### config.mk
export PLATFORM = sky130hd
export DESIGN_NAME = host_transmitter
export DESIGN_NICKNAME = d
export VERILOG_FILES = /design/src/rtl/host_transmitter.sv
export SDC_FILE = /design/constraint.sdc
export NUM_CORES = 1
export LEC_CHECK = 0
export ABC_CLOCK_PERIOD_IN_PS = 1850
export BUFFER_PORTS_ARGS = -buffer_cell sky130_fd_sc_hd__clkbuf_2
export CAP_MARGIN = 10
export CORE_MARGIN = 2
export CORE_UTILIZATION = 40
export CTS_CLUSTER_SIZE = 24
export DETAILED_ROUTE_END_ITERATION = 8
export PLACE_DENSITY = 0.74
export SYNTH_ARGS = -nofsm -noshare
export SYNTH_HDL_FRONTEND = slang
export SYNTH_SLANG_ARGS = --single-unit
export TNS_END_PERCENT = 50
### constraint.sdc
create_clock -name clk -period 1.85 [get_ports clk]
set_input_delay 0.0925 -clock clk [delete_from_list [all_inputs] [get_ports clk]]
set_output_delay 0.0925 -clock clk [all_outputs]
set_load 0.05 [all_outputs]
### src/rtl/host_transmitter.sv
// Frames one request as [opcode][payload MSB first][optional XOR checksum] into the TX FIFO.
// Optional feature: define TX_CHECKSUM_EN to append the checksum byte.
module host_transmitter #(
  parameter int unsigned DATA_W         = 8,
  parameter int unsigned PAYLOAD_BYTES  = 4,
  parameter int unsigned TX_FIFO_SIZE   = 1024,
  parameter int unsigned TX_FIFO_LOAD_W = 11
) (
  input  logic                       clk,
  input  logic                       rst,
  input  logic                       req_valid,
  output logic                       req_ready,
  input  logic [7:0]                 req_opcode,
  input  logic [8*PAYLOAD_BYTES-1:0] req_data,
  output logic                       busy,
  output logic [15:0]                frames_sent,
  input  logic [TX_FIFO_LOAD_W-1:0]  txfifo_load,
  input  logic                       txfifo_full,
  output logic                       txfifo_wr,
  output logic [DATA_W-1:0]          txfifo_data
);

  localparam int unsigned PAY_W = 8 * PAYLOAD_BYTES;
`ifdef TX_CHECKSUM_EN
  localparam int unsigned CSUM_LEN = 1;
`else
  localparam int unsigned CSUM_LEN = 0;
`endif
  localparam int unsigned FRAME_LEN = 1 + PAYLOAD_BYTES + CSUM_LEN;
  localparam int unsigned IDX_W     = (PAYLOAD_BYTES > 1) ? $clog2(PAYLOAD_BYTES) : 1;

  typedef enum logic [2:0] {
    S_IDLE,
    S_HEADER,
    S_PAYLOAD,
    S_CHECKSUM,
    S_DONE
  } state_t;

  state_t             r_state;
  state_t             w_next;
  logic [7:0]         r_opcode;
  logic [PAY_W-1:0]   r_shift;
  logic [IDX_W-1:0]   r_idx;
  logic [15:0]        r_frames;
  logic               w_free_ok;
  logic               w_accept;
  logic               w_emit;
  logic               w_wr;
  logic               w_last;
  logic [DATA_W-1:0]  w_byte;

`ifdef TX_CHECKSUM_EN
  logic [7:0] r_csum;

  function automatic logic [7:0] frame_xor(input logic [7:0] op, input logic [PAY_W-1:0] d);
    logic [7:0] acc;
    acc = op;
    for (int i = 0; i < int'(PAYLOAD_BYTES); i++) acc = acc ^ d[8*i +: 8];
    return acc;
  endfunction
`endif

  // Space is reserved for the whole frame at acceptance, so the full gate rarely fires.
  assign w_free_ok = (32'(txfifo_load) + FRAME_LEN) <= TX_FIFO_SIZE;
  assign req_ready = (r_state == S_IDLE) & w_free_ok & ~rst;
  assign w_accept  = req_valid & req_ready;
  assign w_emit    = (r_state == S_HEADER) | (r_state == S_PAYLOAD) | (r_state == S_CHECKSUM);
  assign w_wr      = w_emit & ~txfifo_full & ~rst;
  assign w_last    = r_idx == IDX_W'(PAYLOAD_BYTES - 1);

  assign txfifo_wr   = w_wr;
  assign txfifo_data = w_byte;
  assign busy        = r_state != S_IDLE;
  assign frames_sent = r_frames;

  always_ff @(posedge clk) begin
    if (rst) r_state <= S_IDLE;
    else     r_state <= w_next;
  end

  // Next state and the byte presented to the FIFO; the byte only changes on an accepted write.
  always_comb begin
    w_next = r_state;
    w_byte = '0;
    case (r_state)
      S_IDLE:    if (w_accept) w_next = S_HEADER;
      S_HEADER: begin
        w_byte = DATA_W'(r_opcode);
        if (w_wr) w_next = S_PAYLOAD;
      end
      S_PAYLOAD: begin
        w_byte = DATA_W'(r_shift[PAY_W-1 -: 8]);
`ifdef TX_CHECKSUM_EN
        if (w_wr && w_last) w_next = S_CHECKSUM;
`else
        if (w_wr && w_last) w_next = S_DONE;
`endif
      end
`ifdef TX_CHECKSUM_EN
      S_CHECKSUM: begin
        w_byte = DATA_W'(r_csum);
        if (w_wr) w_next = S_DONE;
      end
`endif
      S_DONE:    w_next = S_IDLE;
      default:   w_next = S_IDLE;
    endcase
  end

  always_ff @(posedge clk) begin
    if (rst) begin
      r_opcode <= '0;
      r_shift  <= '0;
      r_idx    <= '0;
      r_frames <= '0;
`ifdef TX_CHECKSUM_EN
      r_csum   <= '0;
`endif
    end else begin
      if (w_accept) begin
        r_opcode <= req_opcode;
        r_shift  <= req_data;
        r_idx    <= '0;
`ifdef TX_CHECKSUM_EN
        r_csum   <= frame_xor(req_opcode, req_data);
`endif
      end else if (w_wr && (r_state == S_PAYLOAD)) begin
        r_shift <= r_shift << 8;
        r_idx   <= r_idx + IDX_W'(1);
      end
      if (r_state == S_DONE) r_frames <= r_frames + 16'd1;
    end
  end

endmodule
### After elaboration in Yosys (flattened, before gate mapping)

Index checks and enable logic that the tools add are counted.

| storage, ports and cells | value |
|---|---|
| input port bits | 55 |
| flip-flop bits (word level) | 61 |
| word-level logic and storage cells | 40 |

| operators by class | value |
|---|---|
| magnitude comparators | 1 |
| equality and inequality tests | 8 |
| muxes and demuxes | 7 |
| bitwise operators | 9 |
| reduce and logical (&&, ||, !) cells | 7 |
| add/sub/neg operators | 3 |

Operators by type and width:

| operator | number |
|---|---|
| 32-bit two-way mux | 2 |
| 16-bit by 1-bit adder with 16-bit output, second input constant | 1 |
| 8-bit one-hot mux with 2 select lines | 1 |
| 11-bit by 3-bit adder with 12-bit output, second input constant | 1 |
| 12-bit by 11-bit less-or-equal comparator with 1-bit output, second input constant | 1 |
| 3-bit two-way mux | 3 |
| 3-bit one-hot mux with 3 select lines | 1 |
| 3-bit by 2-bit equality test with 1-bit output, second input constant | 2 |
| 2-bit != test, second input constant | 3 |
| 1-bit bitwise AND | 5 |
| 3-bit by 1-bit equality test with 1-bit output, second input constant | 1 |
| 3-bit equality test, second input constant | 1 |
| 3-bit logical NOT | 1 |
| 3-bit AND reduction | 1 |
| 3-bit nonzero test | 1 |
| 2-bit by 1-bit adder with 2-bit output, second input constant | 1 |
| 2-bit equality test, second input constant | 1 |
| 1-bit logical AND | 2 |
| 1-bit inverter | 2 |
| 1-bit OR | 2 |
| 2-bit nonzero test | 1 |
| 2-bit OR reduction | 1 |

### Longest topological paths before layout

Gate-level depths: netlist of run 1.

| logic depth | value |
|---|---|
| depth after elaboration | 8 |
| gate-level depth with buffers | 7 |

### Worst setup path before layout of run 1

No wires, ideal clock.

| path | value |
|---|---|
| path kind | register to register |
| start | reg r_frames[0], in the netlist frames_sent[0] |
| end | reg r_frames[12], in the netlist frames_sent[12] |
| clock period less this slack | 1.826 ns |
| data arrival time | 1.755 ns |
| buffers on the path | 0 |
| path slack | 0.024 ns |
| cell stages (with the launch flop) | 6 |
| required time | 1.780 ns |
| path through | dfxtp_1 -> ha_1 -> and4bb_2 -> nand2_1 -> or3_1 -> a21oi_1 |

| between the ends | value |
|---|---|
| word-level cells in the longest chain between the ends | 1 |

RTL lines:

| what | line | RTL |
|---|---|---|
| from (decl) | 45 | `logic [15:0] r_frames;` |
| from (signal assigned) | 132 | `if (r_state == S_DONE) r_frames <= r_frames + 16'd1;` |
| 16-bit by 1-bit adder with 16-bit output | 132 |  |

No other way between the ends.
A chain may end at the register's enable or synchronous reset.

### Worst setup path in the final report of run 1

| path | value |
|---|---|
| start | reg r_state[1] |
| end | out txfifo_data[7] |

| between the ends | value |
|---|---|
| word-level cells in the longest chain between the ends | 2 |
| elaborated cells on any way between the ends | 3 |
| classes of those cells | eq/ne (2); mux (1) |

RTL lines:

| what | line | RTL |
|---|---|---|
| from (decl) | 40 | `state_t r_state;` |
| from (signal assigned) | 79 | `else r_state <= w_next;` |
| 3-bit by 2-bit equality test with 1-bit output / 3-bit by 1-bit equality test with 1-bit output (equally long branches) | 86 | `case (r_state)` |
| 8-bit one-hot mux with 2 select lines (*) | 86 |  |
| to (decl) | 20 | `output logic [DATA_W-1:0] txfifo_data` |

Every way passes the cells marked *; elsewhere a longest branch is shown, timed or not.

==> impl_metrics.env, run 1 <==
export IMPL_cp_data_arrival_time_ns=1.65
export IMPL_synth_nets=389
export IMPL_dp_hpwl_um=4400
export IMPL_synth_edf_count=0
export IMPL_swShare=0.235
export IMPL_cap_viol_max_count=0
export IMPL_timing_final_crit_share=0.941
export IMPL_fmax_ghz=0.574
export IMPL_grt_max_degree=61
export IMPL_power_leakage_nw=1.44
export IMPL_ir_drop_mv=0.454
export IMPL_finalSetupViolations=0
export IMPL_ant_nets=0
export IMPL_crit_type="reg -> out"
export IMPL_synth_warnings=0
export IMPL_synth_area_per_cell_sq_um=8.29
export IMPL_num_vias=2661
export IMPL_reg2reg_slack_ns=0.23
export IMPL_endpoint_kind="output port"
export IMPL_grt_pass1_vias=2496
export IMPL_r2r_cells=5
export IMPL_cts_htree_levels=3
export IMPL_critPathCapture="txfifo_data[7]"
export IMPL_rsz0062_at_grt="no"
export IMPL_regArea_sq_um=1220
export IMPL_tritoncts="done"
export IMPL_critPathLaunch="r_state[1]$_SDFFE_PP0P_"
export IMPL_remaining_drc_errors=0
export IMPL_pwr_share_clk=0.414
export IMPL_placed_cells=476
export IMPL_drtIter0Drc=149
export IMPL_slowest_stage="dfxtp_2"
export IMPL_final_area_sq_um=3590
export IMPL_final_hold_viol_count=0
export IMPL_slew_viol_final=0
export IMPL_r2r_end="r_shift[31]$_SDFFE_PP0P_"
export IMPL_yosys_register_bits=61
export IMPL_p_int_w=0.00213
export IMPL_antenna_found_initial=0
export IMPL_fp_coreArea_sq_um=6720
export IMPL_finClkSkew_ns=0.0114
export IMPL_synth_cell_types=34
export IMPL_ys_flop_type="dfxtp_1"
export IMPL_path_cells="nor2b_1 > buf_4 > a22oi_1 > nor2_1 > clkbuf_2"
export IMPL_clock_sinks=61
export IMPL_crit_path_start_kind="flop"
export IMPL_critPathRequiredTime_ns=1.76
export IMPL_slew_headroom=0.516
export IMPL_clk_pin_slew_worst_paths_ns=0.07
export IMPL_cts_setup_buffers=0
export IMPL_die_area_sq_um=7560
export IMPL_status="completed"
export IMPL_seq_area_frac_synth=0.443
export IMPL_area_growth_pct=30.5
export IMPL_tns_ns=0
export IMPL_die_w_um=87.0
export IMPL_firstDrtPassIters=4
export IMPL_io_buffers=79
export IMPL_syn_area_sq_um=2750
export IMPL_cts_buffers=9
export IMPL_diodes=0
export IMPL_finalCriticalPeriod_ns=1.74
export IMPL_clkLatencyLatePin_ns=0.33
export IMPL_rows=30
export IMPL_final_util=0.535
export IMPL_tightestPinTransition_ns=0.725
export IMPL_avgRoutedWirePerCell_um=13.3
export IMPL_hold_class="in -> reg"
export IMPL_async_flop_share=0
export IMPL_multi_input_area_sq_um=1410
export IMPL_drive_gt1_frac=0.285
export IMPL_r2r_start="r_state[2]$_SDFFE_PP0P_"
export IMPL_hold_depth=3
export IMPL_finalNetCount=480
export IMPL_layout_commonest_cell="clkbuf_2"
export IMPL_grt_usage=0.184
export IMPL_critPathMaxFanout=10
export IMPL_cts_root_buf="clkbuf_8"
export IMPL_stdcell_count=508
export IMPL_grt_pass1_wl_um=11100
export IMPL_gp_congestion=0.841
export IMPL_io_pins=82
export IMPL_gr_total_overflow=0
export IMPL_via_per_inst=5.24
export IMPL_die_y_um=87.0
export IMPL_drt_total_wl_um=6770
export IMPL_switchingPower_w=0.000653
export IMPL_clockBufferDepth=2
export IMPL_p_per_area_nw_per_um2=773
export IMPL_fill_cells=650
export IMPL_power_frac_seq=0.495
export IMPL_post_dp_cell_area_sq_um=3240
export IMPL_start_util=0.410
export IMPL_critical_path_max_stage_delay_ns=0.42
export IMPL_synth_cells=332
export IMPL_layout_common_cells="clkbuf_2, dfxtp_1, nand2_1, a21oi_1, nor2_1"
export IMPL_comb_power_share=0.091
## state kept, by name (all words and copies together) (netlist names)
register,count
r_idx,2
r_opcode,8
frames_sent,16
r_shift,32
r_state,3
## layout make-up
class | instances | share of cell area
multi-input combinational | 245 | 0.391
tap | 80 | 0.0279
timing repair buffer | 105 | 0.186
clock inverter | 4 | 0.0132
clock buffer | 12 | 0.0404
inverter | 1 | 0.00104
sequential | 61 | 0.341
## cell usage after synthesis (2+ instances only)
| cell | instances | area (sq um) |
|---|---|---|
| and2_1 | 2 | 12.5 |
| and3_1 | 5 | 31.3 |
| ha_1 | 2 | 25.0 |
| xnor2_1 | 6 | 52.6 |
| nand3_1 | 22 | 110 |
| nor3_1 | 6 | 30.0 |
| buf_1 | 2 | 7.51 |
| and4_1 | 2 | 17.5 |
| nand2_1 | 50 | 188 |
| xor2_1 | 6 | 52.6 |
| buf_4 | 5 | 37.5 |
| nand4_1 | 5 | 31.3 |
| nor2_1 | 39 | 146 |
| a21oi_1 | 46 | 230 |
| or3_1 | 5 | 31.3 |
| dfxtp_1 | 61 | 1220 |
| o21ai_0 | 4 | 20.0 |
| nor2b_1 | 3 | 18.8 |
| a211oi_1 | 3 | 22.5 |
| clkbuf_1 | 14 | 52.6 |
| a211oi_2 | 13 | 163 |
| buf_2 | 3 | 15.0 |
| a22oi_1 | 17 | 128 |
## kinds of logic (layout without fill, tap and decap cells)
kind of cell | after synthesis | in the layout | synth area share
AO/OA/AOI/OAI | 85 | 85 | 0.211
flip-flops | 61 | 61 | 0.443
buffers and inverters | 26 | 122 | 0.0463
XOR/XNOR | 12 | 12 | 0.0382
adder cells (fa/ha/maj) | 2 | 2 | 0.00909
multiplexers | 1 | 1 | 0.00363
AND/OR/NAND/NOR | 145 | 145 | 0.249
## how the worst min path moves through the flow
stage                              from                        to  slack [ns]
after floorplan           req_opcode[0]  r_opcode[0]$_SDFFE_PP0N_        0.23
after global placement      req_data[4]   r_shift[4]$_SDFFE_PP0P_        0.32
after detailed placement  req_opcode[3]  r_opcode[3]$_SDFFE_PP0N_        0.32
after CTS                  req_data[20]  r_shift[20]$_SDFFE_PP0P_        0.03
after global routing       req_data[20]  r_shift[20]$_SDFFE_PP0P_        0.05
final                      req_data[20]  r_shift[20]$_SDFFE_PP0P_        0.04
## routing by layer
layer  global-route usage  wire length [um]
met5                    0                 0
met4               0.0866               115
met3               0.0379               281
met2                0.297              3240
met1                0.235              3130
## metrics by stage
step	total power [W]	hold slack, ns	setup WS (ns)
global placement	0.00163	0.320	0.300
CTS	0.00281	0.0304	0.00390
floorplan	0.00154	0.228	0.0242
global route	0.00290	0.0547	0.00303
detailed placement	0.00163	0.322	0.248
finish	0.00278	0.0372	0.109
## what timing repair did
action	4_1_cts	5_1_grt
gates resized for setup	0	3
endpoints found under the setup margin	0	8
hold buffers	16	0
endpoints found under the hold margin	16	0
## critical path: cells and delay by family (launching register included)
| family | cells | cell delay, ns |
|---|---|---|
| AND/OR/NAND/NOR | 2 | 0.34 |
| flip-flops | 1 | 0.42 |
| buffers and inverters | 2 | 0.50 |
| AO/OA/AOI/OAI | 1 | 0.08 |
## power groups by stage
stage / sequential (W) / combinational [W] / clock [W]
after CTS: 0.00138 / 0.000255 / 0.00118
final: 0.00138 / 0.000254 / 0.00115
after detailed placement: 0.00140 / 0.000227 / 0
after global routing: 0.00138 / 0.000280 / 0.00124
after floorplan: 0.00140 / 0.000143 / 0
after global placement: 0.00140 / 0.000223 / 0
(Power assumes the default switching activity.)
==> run 2: changes to the inputs <==
--- a/config.mk
+++ b/config.mk
@@ -10,6 +10,7 @@
 export CAP_MARGIN = 10
 export CORE_MARGIN = 2
 export CORE_UTILIZATION = 40
+export CTS_BUF_LIST = sky130_fd_sc_hd__clkbuf_2 sky130_fd_sc_hd__clkbuf_4 sky130_fd_sc_hd__clkbuf_8
 export CTS_CLUSTER_SIZE = 24
 export DETAILED_ROUTE_END_ITERATION = 8
 export PLACE_DENSITY = 0.74
==> impl_metrics.env, run 2 (same netlist as run 1, synthesis figures left out) <==
export IMPL_multi_input_area_sq_um=1410
export IMPL_io_buffers=79
export IMPL_avgRoutedWirePerCell_um=13.4
export IMPL_final_util=0.536
export IMPL_final_hold_viol_count=0
export IMPL_drive_gt1_frac=0.290
export IMPL_tritoncts="done"
export IMPL_die_area_sq_um=7560
export IMPL_dp_hpwl_um=4400
export IMPL_post_place_ws_ns=0.248
export IMPL_finalCriticalPeriod_ns=1.74
export IMPL_crit_path_start_kind="flop"
export IMPL_slew_headroom=0.520
export IMPL_power_leakage_nw=1.45
export IMPL_hold_class="in -> reg"
export IMPL_largest_reg_flops=32
export IMPL_critPathMaxFanout=10
export IMPL_layout_common_cells="clkbuf_2, dfxtp_1, nand2_1, a21oi_1, nor2_1"
export IMPL_die_w_um=87.0
export IMPL_remaining_drc_errors=0
export IMPL_finalSetupViolations=0
export IMPL_status="completed"
export IMPL_drtIter0Drc=154
export IMPL_fin_ws_ns=0.106
export IMPL_layout_commonest_cell="clkbuf_2"
export IMPL_regArea_sq_um=1220
export IMPL_critPathRequiredTime_ns=1.76
export IMPL_cts_htree_levels=3
export IMPL_clock_sinks=61
export IMPL_firstDrtPassIters=4
export IMPL_gr_total_overflow=0
export IMPL_finalNetCount=480
export IMPL_start_util=0.410
export IMPL_num_vias=2662
export IMPL_cp_data_arrival_time_ns=1.65
export IMPL_slew_viol_final=0
export IMPL_cts_root_buf="clkbuf_8"
export IMPL_grt_max_degree=61
export IMPL_endpoint_kind="output port"
export IMPL_ir_drop_mv=0.453
export IMPL_area_growth_pct=30.8
export IMPL_finClkSkew_ns=0.00977
export IMPL_clk_pin_slew_worst_paths_ns=0.07
export IMPL_crit_type="reg -> out"
export IMPL_die_y_um=87.0
export IMPL_cap_viol_max_count=0
export IMPL_rsz0062_at_grt="no"
export IMPL_largest_register="r_shift"
export IMPL_grt_pass1_wl_um=11100
export IMPL_drt_total_wl_um=6800
export IMPL_clockBufferDepth=2
export IMPL_clkLatencyLatePin_ns=0.33
export IMPL_antenna_found_initial=0
export IMPL_fmax_ghz=0.573
export IMPL_p_per_area_nw_per_um2=780
export IMPL_fill_cells=646
export IMPL_grt_pass1_vias=2496
export IMPL_ant_nets=0
export IMPL_tightestPinTransition_ns=0.719
export IMPL_grt_usage=0.184
export IMPL_fp_coreArea_sq_um=6720
export IMPL_cts_setup_buffers=0
export IMPL_gp_congestion=0.841
export IMPL_diodes=0
export IMPL_via_per_inst=5.24
export IMPL_timing_final_crit_share=0.943
export IMPL_io_pins=82
export IMPL_cts_buffers=9
export IMPL_rows=30
export IMPL_tns_ns=0
## run 2: cell type report
type | instances | share of cell area
multi-input cells | 245 | 0.390
clock buffers | 12 | 0.0424
inverters | 1 | 0.00104
well taps | 80 | 0.0278
flip-flops and latches | 61 | 0.340
clock inverters | 4 | 0.0132
repair buffers | 105 | 0.186
## run 2: final timing paths
kind | depth (start not counted) | endpoint | from | slack (ns)
setup / recovery | 5 | txfifo_data[7] | r_state[1]$_SDFFE_PP0P_ | 0.11
hold reg to reg | 2 | r_opcode[0]$_SDFFE_PP0N_ | r_opcode[0]$_SDFFE_PP0N_ | 0.46
setup reg to reg | 5 | r_shift[31]$_SDFFE_PP0P_ | r_state[2]$_SDFFE_PP0P_ | 0.23
hold / removal | 3 | r_shift[20]$_SDFFE_PP0P_ | req_data[20] | 0.03
## run 2: per-stage QoR
step	total power (W)	instance area [sq um]	std cells	hold slack (ns)
2_1_floorplan	0.00154	2750	332	0.228
3_3_place_gp	0.00163	3240	476	0.320
3_5_place_dp	0.00163	3240	476	0.322
4_1_cts	0.00284	3600	508	0.0303
5_1_grt	0.00292	3600	508	0.0548
6_report	0.00281	3600	508	0.0343
## run 2: report_power, final
part,switching (W),total [W],internal (W)
logic,0.000135,0.000254,0.000119
registers,0.0000239,0.00138,0.00135
clock network,0.000492,0.00118,0.000685
total,0.000652,0.00281,0.00216
## run 2: worst max-delay path: stages (launching register included)
cell	delay (ns)
dfxtp_2	0.42
nor2b_1	0.23
buf_4	0.21
a22oi_1	0.08
nor2_1	0.11
clkbuf_2	0.29
## run 2: what timing repair did
item,in CTS,in global routing
endpoints found under the hold margin,16,0
setup endpoints to repair,0,8
hold buffers,16,0
gates resized for setup,0,3
## run 2: per-layer routing
metal	vias to the layer above	track usage	share of wire
met4	0	0.0866	0.020
met2	61	0.297	0.47
met1	1237	0.235	0.47
li1	1352	-	-
met5	-	0	0
met3	12	0.0379	0.037
